File: src/rtl/char_stream.sv
// Byte stream front end: FIFO plus registered output stage feeding a day solver, with counters.
// Optional macro CHAR_STREAM_CR_STRIP_EN drops 8'h0D bytes at the input.
module char_stream #(
    parameter int DEPTH = 16
) (
    input  logic        clk,
    input  logic        rst_n,
    input  logic        in_valid,
    output logic        in_ready,
    input  logic [7:0]  in_char,
    input  logic        in_last,
    input  logic        restart,
    output logic [7:0]  out_char,
    output logic        out_valid,
    input  logic        out_ready,
    output logic [31:0] char_count,
    output logic [15:0] line_count,
    output logic        done
);
    localparam int AW = $clog2(DEPTH);

    typedef enum logic [1:0] {IDLE, STREAM, DRAIN, DONE} state_t;

    state_t          state, state_nxt;
    logic [7:0]      mem [DEPTH];
    logic [AW-1:0]   wptr, rptr;
    logic            empty, full, in_hs, out_hs, wr_en, rd_en;

    // One slot is kept open so full/empty need no extra pointer bit;
    // the output register makes up the difference in total buffering.
    assign empty  = (wptr == rptr);
    assign full   = ((wptr + AW'(1)) == rptr);
    assign in_hs  = in_valid && in_ready;
    assign out_hs = out_valid && out_ready;
    assign rd_en  = !empty && (!out_valid || out_ready);

`ifdef CHAR_STREAM_CR_STRIP_EN
    assign wr_en = in_hs && (in_char != 8'h0D);
`else
    assign wr_en = in_hs;
`endif

    always_ff @(posedge clk or negedge rst_n) begin
        if (!rst_n)       state <= IDLE;
        else if (restart) state <= IDLE;
        else              state <= state_nxt;
    end

    always_comb begin
        state_nxt = state;
        case (state)
            IDLE:    if (in_hs) state_nxt = in_last ? DRAIN : STREAM;
            STREAM:  if (in_hs && in_last) state_nxt = DRAIN;
            DRAIN:   if (empty && (!out_valid || out_ready)) state_nxt = DONE;
            default: state_nxt = DONE;
        endcase
    end

    // rst_n gates in_ready so it reads 0 while reset is held.
    always_comb begin
        in_ready = rst_n && ((state == IDLE) || (state == STREAM)) && !full;
        done     = (state == DONE);
    end

    always_ff @(posedge clk) begin
        if (wr_en) mem[wptr] <= in_char;
    end

    always_ff @(posedge clk or negedge rst_n) begin
        if (!rst_n) begin
            wptr <= '0;
            rptr <= '0;
        end else if (restart) begin
            wptr <= '0;
            rptr <= '0;
        end else begin
            if (wr_en) wptr <= wptr + AW'(1);
            if (rd_en) rptr <= rptr + AW'(1);
        end
    end

    always_ff @(posedge clk or negedge rst_n) begin
        if (!rst_n) begin
            out_char   <= 8'h00;
            out_valid  <= 1'b0;
            char_count <= '0;
            line_count <= '0;
        end else if (restart) begin
            out_char   <= 8'h00;
            out_valid  <= 1'b0;
            char_count <= '0;
            line_count <= '0;
        end else begin
            if (rd_en) begin
                out_char  <= mem[rptr];
                out_valid <= 1'b1;
            end else if (out_hs) begin
                out_char  <= 8'h00;
                out_valid <= 1'b0;
            end
            if (out_hs) begin
                char_count <= char_count + 32'd1;
                if (out_char == 8'h0A && line_count != 16'hFFFF)
                    line_count <= line_count + 16'd1;
            end
        end
    end
endmodule
File: config.mk
export PLATFORM = sky130hd
export DESIGN_NAME = char_stream
export DESIGN_NICKNAME = d
export VERILOG_FILES = /design/src/rtl/char_stream.sv
export SDC_FILE = /design/constraint.sdc
export NUM_CORES = 1
export LEC_CHECK = 0
export CAP_MARGIN = 20
export CORE_ASPECT_RATIO = 0.8
export CORE_MARGIN = 1
export CORE_UTILIZATION = 30
export DETAILED_ROUTE_END_ITERATION = 12
export DONT_BUFFER_PORTS = 1
export GPL_TIMING_DRIVEN = 0
export PLACE_DENSITY_LB_ADDON = 0.15
export SLEW_MARGIN = 40
export SYNTH_ARGS = -nofsm -noshare
export SYNTH_HDL_FRONTEND = slang
export SYNTH_SLANG_ARGS = --single-unit
File: constraint.sdc
create_clock -name clk -period 6.15 [get_ports clk]
set_input_delay 1.23 -clock clk [delete_from_list [all_inputs] [get_ports clk]]
set_output_delay 1.23 -clock clk [all_outputs]
set_load 0.02 [all_outputs]
# --- Yosys cells after proc, flatten, opt, wreduce, memory -nomap -nowiden ---
# Memories as Yosys holds them, arrays and structs flattened.
# Cells that the tools add are included.
classes:
  n_addsub: 4
  n_eq_ne: 10
  muxes: 23
  n_reduce_logical: 21
op_table:
  columns: ["operator", "count"]
  rows:
  - ["two-way mux 32 bit", 2]
  - ["two-way mux 16 bit", 3]
  - ["adder 32 x 1 -> 32 bit, second input constant", 1]
  - ["two-way mux 8 bit", 3]
  - ["adder 16 x 1 -> 16 bit, second input constant", 1]
  - ["two-way mux 4 bit", 4]
  - ["!= test 16 bit, second input constant", 1]
  - ["two-way mux 2 bit", 5]
  - ["!= test 3 bit, second input constant", 3]
  - ["adder 4 x 1 -> 4 bit, second input constant", 2]
  - ["== test 4 bit", 2]
  - ["== test 8 x 4 -> 1 bit, second input constant", 1]
  - ["logical AND 1 bit", 8]
  - ["nonzero test 2 bit", 4]
  - ["case mux 2 bit (3 select lines)", 1]
  - ["two-way mux 1 bit", 5]
  - ["== test 2 bit, second input constant", 2]
  - ["zero test 1 bit", 3]
  - ["AND reduction 3 bit", 1]
  - ["nonzero test 3 bit", 1]
  - ["== test 2 x 1 -> 1 bit, second input constant", 1]
  - ["zero test 2 bit", 1]
  - ["logical OR 1 bit", 2]
  - ["AND reduction 2 bit", 1]
totals:
  ff_bits: 67
  mem_bits_rw: 128
  inputBits: 14
  wordCells: 66
  mem_count: 1
memory_table:
  columns: ["name", "depth", "width", "rd", "rd_ports_with_merged_regs", "wr", "line_no", "rtl"]
  rows:
  - ["mem", 16, 8, 1, 0, 1, "25", "logic [7:0] mem [DEPTH];"]

# --- Logic depth before layout (Yosys ltp) ---
# Gate-level depths: netlist of the first run.
depth:
  ltp_word: 9
  mapped_depth: 8

# --- Worst setup path before layout of the first run ---
# No wires, ideal clock.
synth_timing:
  path_kind: "input port to output port"
  startpoint: "input rst_n"
  endpoint: "output in_ready"
  arrival_time_ns: 1.751
  t_required_ns: 4.920
  setup_slack_ns: 3.169
  cell_stages: 1
  path_buffers: 0
  path_cell_list: "nor3b_1"
synth_via:
  elab_chain_cells: 2
synth_lines:
  columns: ["element", "line_no", "rtl"]
  rows:
  - ["start: declaration", "7", "input logic rst_n,"]
  - ["logical AND 1 bit (2 in series)", "61", "in_ready = rst_n && ((state == IDLE) || (state == STREAM)) && !full;"]
  - ["end: declaration", "9", "output logic in_ready,"]
# Every way passes these cells.

# --- Worst setup path after layout of the first run ---
layout_timing:
  startpoint: "register wptr[0]"
  endpoint: "output in_ready"
layout_via:
  elab_chain_cells: 4
layout_lines:
  columns: ["element", "line_no", "rtl"]
  rows:
  - ["start: declaration", "26", "logic [AW-1:0] wptr, rptr;"]
  - ["start signal: assignment", "77", "if (wr_en) wptr <= wptr + AW'(1);"]
  - ["adder 4 x 1 -> 4 bit", "32", "assign full = ((wptr + AW'(1)) == rptr);"]
  - ["== test 4 bit", "32", null]
  - ["zero test 1 bit", "61", null]
  - ["logical AND 1 bit", "61", null]
# Every way passes these cells.

==> results of run 1 <==
## layer usage
metal | GRT usage [%] | routed length [um] | part of all wire, %
met5 | 0 | 0 | 0
met4 | 4.30 | 178 | 0.90
met3 | 3.48 | 1130 | 5.7
met2 | 21.7 | 9120 | 46
met1 | 20.9 | 9380 | 47
## synth_stat cells, types with 6 or more instances
| cell | count | area (um^2) |
|---|---|---|
| a21oi_1 | 22 | 110 |
| a22o_1 | 16 | 140 |
| and2_1 | 6 | 37.5 |
| and3_1 | 20 | 125 |
| buf_2 | 8 | 40.0 |
| clkbuf_1 | 13 | 48.8 |
| dfrtp_1 | 67 | 1680 |
| edfxtp_1 | 128 | 3840 |
| ha_1 | 7 | 87.6 |
| inv_1 | 6 | 22.5 |
| mux4_2 | 32 | 721 |
| nand2_1 | 22 | 82.6 |
| nand3_1 | 26 | 130 |
| nand4_1 | 19 | 119 |
| nor2_1 | 51 | 191 |
| nor2b_1 | 7 | 43.8 |
| o21ai_0 | 9 | 45.0 |
| o21ai_1 | 8 | 40.0 |
| xnor2_1 | 11 | 96.3 |
| xor2_1 | 34 | 298 |
## path summary, 6_finish.rpt
path	slack (ps)	end	depth (start not counted)
setup / recovery	2520	in_ready	6
hold / removal	490	line_count[12]	0
max in group asynchronous	5490	char_count[12]	0
setup reg to reg	3440	mem[1][1]	7
min in group clk	580	state[0]	2
hold reg to reg	580	state[0]	2
## kinds of logic (layout without fill, tap and decap cells)
kind of cell / after synthesis / after routing
adders and majority gates: 7 / 7
buffers and inverters: 34 / 67
DFF: 195 / 195
muxes: 35 / 35
AOI/OAI and AO/OA: 71 / 71
xor gates and xnor gates: 46 / 46
and+or+nand+nor: 187 / 187
## cell type report
type                    count  share of cell area [%]
plain buffers              28                    1.26
clock buffers              21                    4.63
clock inverters            11                    1.35
inverters                   6                   0.237
multi-input cells         346                    29.6
flip-flops and latches    195                    58.0
well taps                 364                    4.79
repair buffers              1                  0.0789
## metrics by stage
stage	instance area (um^2)	hold slack, ps	worst slack, ps	util [%]	total power, mW
2_1_floorplan	8460	525	3170	-	1.88
3_3_place_gp	8920	563	2650	32.4	2.01
3_5_place_dp	8940	573	2950	32.5	2.02
4_1_cts	9510	453	2460	34.6	3.11
5_1_grt	9510	452	2340	34.6	3.20
6_report	9510	487	2520	34.6	3.06
## registers in the layout (all words and copies together) (netlist names)
register,count
out_valid,1
wptr,4
state,2
line_count,16
char_count,32
mem,128
rptr,4
out_char,8
## power breakdown
| part | leakage (nW) | total (mW) | internal, mW | switching (mW) |
|---|---|---|---|---|
| sequential | 2.08 | 1.52 | 1.44 | 0.0720 |
| clock | 0.263 | 1.08 | 0.602 | 0.483 |
| combinational | 1.02 | 0.464 | 0.201 | 0.262 |
==> impl_metrics.toml, run 1 <==
[yosys]
ys_warn_count = 0
syn_inst = 575
synth_compound_area_share_pct = 5.68
seq_area_frac_synth_pct = 65.2
synth_edf_count = 128
synthMuxAreaShare_pct = 8.93
synthSimpleGateAreaFrac_pct = 12.5
syn_nets = 596
synth_cell_types = 57
ys_async_sr_fraction_pct = 34.4
ys_ff_latch = 195
avgSynthCellArea_um2 = 14.7
synth_top_family_by_area = "simple AND/OR/NAND/NOR gates"
synth_xor_area_share_pct = 4.92
syn_area_um2 = 8460
ys.flop_type = "edfxtp_1"
synth_adder_area_share_pct = 1.04

[global_route]
antenna_found_initial = 0
grtUsageTotal_pct = 14.5
first_global_vias = 5023
overflow = 0
grt_max_degree = 70
grt_pass1_wl_um = 31000

[route]
vias = 4860
drtPass1Iterations = 4
drt_iter0_markers = 283
wl_um = 19800
wl_per_cell_um = 20.4
drc = 0
postRouteAntennaNets = 0
viasPerCell = 5.00

[worst_setup_path]
cp-start-kind = "flop"
crit_family = "simple AND/OR/NAND/NOR gates"
cp.arrival_ps = 2400
critPathLaunch = "wptr[0]"
slowest_delay_ps = 660
crit_type = "reg -> out"
critPathMaxFanout = 6
worstPathRequired_ps = 4920
crit_buf_inv = 1
r2r_start = "wptr[0]"
worstPathCellList = "inv_1 > ha_1 > xnor2_1 > nand3_1 > nor2_1 > nor3b_1"
cp_slowest_cell = "nor3b_1"
worstSetupEndpointType = "output port"

[floorplan]
ioPinCount = 73
rows = 54
initial_core_util_pct = 30.8
die_area_um2 = 28900
die_h_um = 152
fp.dieW_um = 190
core_area_um2 = 27500

[cts]
numCtsBuffers = 17
clock-sinks = 195
post_cts_buffers = 0
clk_pin_slew_ps = 70
cts_resized = 0
cts_tree = "built"
cts_hold_repair.buffers = 0
root_buffer = "clkbuf_16"
clock_path_buffers = 2
clkLatencyLatePin_ps = 430
h-tree-depth = 4

[timing]
maxSlewViolCount = 0
finClkSkew_ps = 10.4
worstMarginPinSlew_ps = 782
rsz0062_at_grt = "false"
maxSlewHeadroom_pct = 47.8
tns_ps = 0
max_freq_mhz = 275
period_minus_slack_ps = 3630
fin_crit_sh_pct = 59.0
final_hold_viol_count = 0
finalSetupViolCount = 0

[final_layout]
layout_commonest_cell = "edfxtp_1"
nNetsFinal = 616
layout_common_cells = "edfxtp_1, dfrtp_1, nor2_1"
fillerInstances = 2618
multi_input_area_um2 = 2820
ff_latch_area_um2 = 5520
instances_no_fill = 972
drive_gt1_share_pct = 14.1
antennaDiodeCount = 0
syn_to_final_growth_pct = 12.4

[pwr]
power.density_nw_per_um2 = 322
vdd_ir_drop_max_uv = 200
p_leak_nw = 3.36

[status]
status = "finished, final reports clean"

[placement]
place.gp.congestion = 0.779
placedCellCount = 940
port_buffers = 0
dp_hpwl_um = 13800

[worst_hold_path]
hold_path.class = "in -> async"

[run]
drv_cap = 0
Power figures use the tool's default switching activity.
==> inputs of run 2 (changes only) <==
==> constraint.sdc (replaced) <==
create_clock -name clk -period 3.2 [get_ports clk]
set_input_delay 0.64 -clock clk [delete_from_list [all_inputs] [get_ports clk]]
set_output_delay 0.64 -clock clk [all_outputs]
set_load 0.02 [all_outputs]
==> run 2 against run 1 <==
Net effect:
- wire length is 0.64% higher
- combinational power is 96% higher
- cell count grew 0.10%
- clock power up 93%
- first-iteration DRC count grew 1.8%
==> impl_metrics.toml, run 2 (synthesis results as in run 1) <==
[status]
status = "finished, final reports clean"

[final_layout]
largestRegisters = "mem x128, char_count x32, line_count x16"
antennaDiodeCount = 0
largest_reg_flops = 128
syn_to_final_growth_pct = 12.8
nNetsFinal = 617
multi_input_area_um2 = 2820
stdcell_area_um2 = 9550
final_util_pct = 34.7
ff_latch_area_um2 = 5520
fillerInstances = 2614
layout_commonest_cell = "edfxtp_1"
layout_common_cells = "edfxtp_1, dfrtp_1, nor2_1"
top_register = "mem"
drive_gt1_share_pct = 14.4

[floorplan]
die_area_um2 = 28900
ioPinCount = 73
core_area_um2 = 27500
rows = 54
die_h_um = 152
fp.dieW_um = 190
initial_core_util_pct = 30.8

[pwr]
vdd_ir_drop_max_uv = 381
p_total_mw = 5.91
power.density_nw_per_um2 = 619
p_leak_nw = 3.38

[worst_setup_path]
cp-start-kind = "flop"
cp_slowest_cell = "dfrtp_1"
critPathMaxFanout = 6
worstSetupEndpointType = "output port"
slowest_delay_ps = 470
crit_family = "simple AND/OR/NAND/NOR gates"
worstPathRequired_ps = 2560
cp.arrival_ps = 2160
crit_type = "reg -> out"
worstPathCellList = "inv_1 > ha_1 > xnor2_1 > nand3_1 > nor2_1 > nor3b_2"
crit_buf_inv = 1

[run]
drv_cap = 0

[placement]
place_area_um2 = 8940
dp_hpwl_um = 13800
port_buffers = 0
place.gp.congestion = 0.779

[global_route]
grt_max_degree = 68
first_global_vias = 5031
overflow = 0
antenna_found_initial = 1
grt_pass1_wl_um = 31100
grtUsageTotal_pct = 14.6

[cts]
clock_path_buffers = 2
h-tree-depth = 4
clkLatencyLatePin_ps = 430
clk_pin_slew_ps = 70
cts_tree = "built"
numCtsBuffers = 17
root_buffer = "clkbuf_16"
clock-sinks = 195

[timing]
tns_ps = 0
max_freq_mhz = 357
worstMarginPinSlew_ps = 759
final_hold_viol_count = 0
rsz0062_at_grt = "false"
period_minus_slack_ps = 2800
finalSetupViolCount = 0
fin_crit_sh_pct = 87.5
maxSlewHeadroom_pct = 49.4
finClkSkew_ps = 10.9
maxSlewViolCount = 0

[route]
wl_per_cell_um = 20.5
vias = 4904
viasPerCell = 5.04
wl_um = 19900
drc = 0
drtPass1Iterations = 5
drt_iter0_markers = 288
postRouteAntennaNets = 0

[worst_hold_path]
hold_path.class = "in -> async"
run 2: changes by cell type in the layout (fill, tap and decap cells not counted):
cell	delta
nor3b_2	+1
buf_16	+1
nor3b_1	-1
run 2: repair_timing:
action,CTS,global route
setup buffers,0,0
setup endpoints to repair,0,1
resized for setup,0,1
hold buffers,1,0
hold endpoints to repair,67,0
run 2: worst paths after layout:
kind,slack [ps],cells after the start,end,from
worst max-delay path,400,6,in_ready,wptr[0]
worst min-delay path,90,1,line_count[12],rst_n
worst max register to register,500,7,mem[1][1],wptr[0]
worst min register to register,580,2,state[0],state[0]
max in group asynchronous,2820,1,char_count[12],rst_n
min in group clk,300,0,mem[6][0],in_char[0]
run 2: routing by layer:
metal | share of wire (%) | global-route usage (%)
met5 | 0.050 | 0
met4 | 0.94 | 4.45
met3 | 4.7 | 3.71
met2 | 46 | 21.7
met1 | 48 | 20.9
run 2: through the flow:
step	hold slack [ps]	cells	setup WS (ps)
after floorplan	344	575	880
after global placement	346	939	97.7
after detailed placement	346	940	477
after CTS	75.9	973	103
after global routing	87.1	973	217
final	86.4	973	401
run 2: worst register-to-register path: cells and delay by family, from the launching register on:
kind            cells  cell delay (ps)
buf+inv             2              360
simple gates        2              710
fa+ha+maj           1              350
flops               1              470
xor+xnor            1              140
compound gates      1              310
run 2: cell type report:
class                           instances  area share [%]
Sequential cell                       195            57.8
Timing Repair Buffer                    2           0.367
Clock buffer                           21            4.61
Buffer                                 28            1.26
Inverter                                6           0.236
Clock inverter                         11            1.35
Multi-Input combinational cell        346            29.6
Tap cell                              364            4.77
run 2: where the power goes:
group	total [mW]	leakage [nW]	switching (mW)	internal (mW)
Sequential	2.92	2.08	0.139	2.78
Clock	2.08	0.263	0.925	1.16
Combinational	0.910	1.03	0.518	0.392
Total	5.91	3.38	1.58	4.33
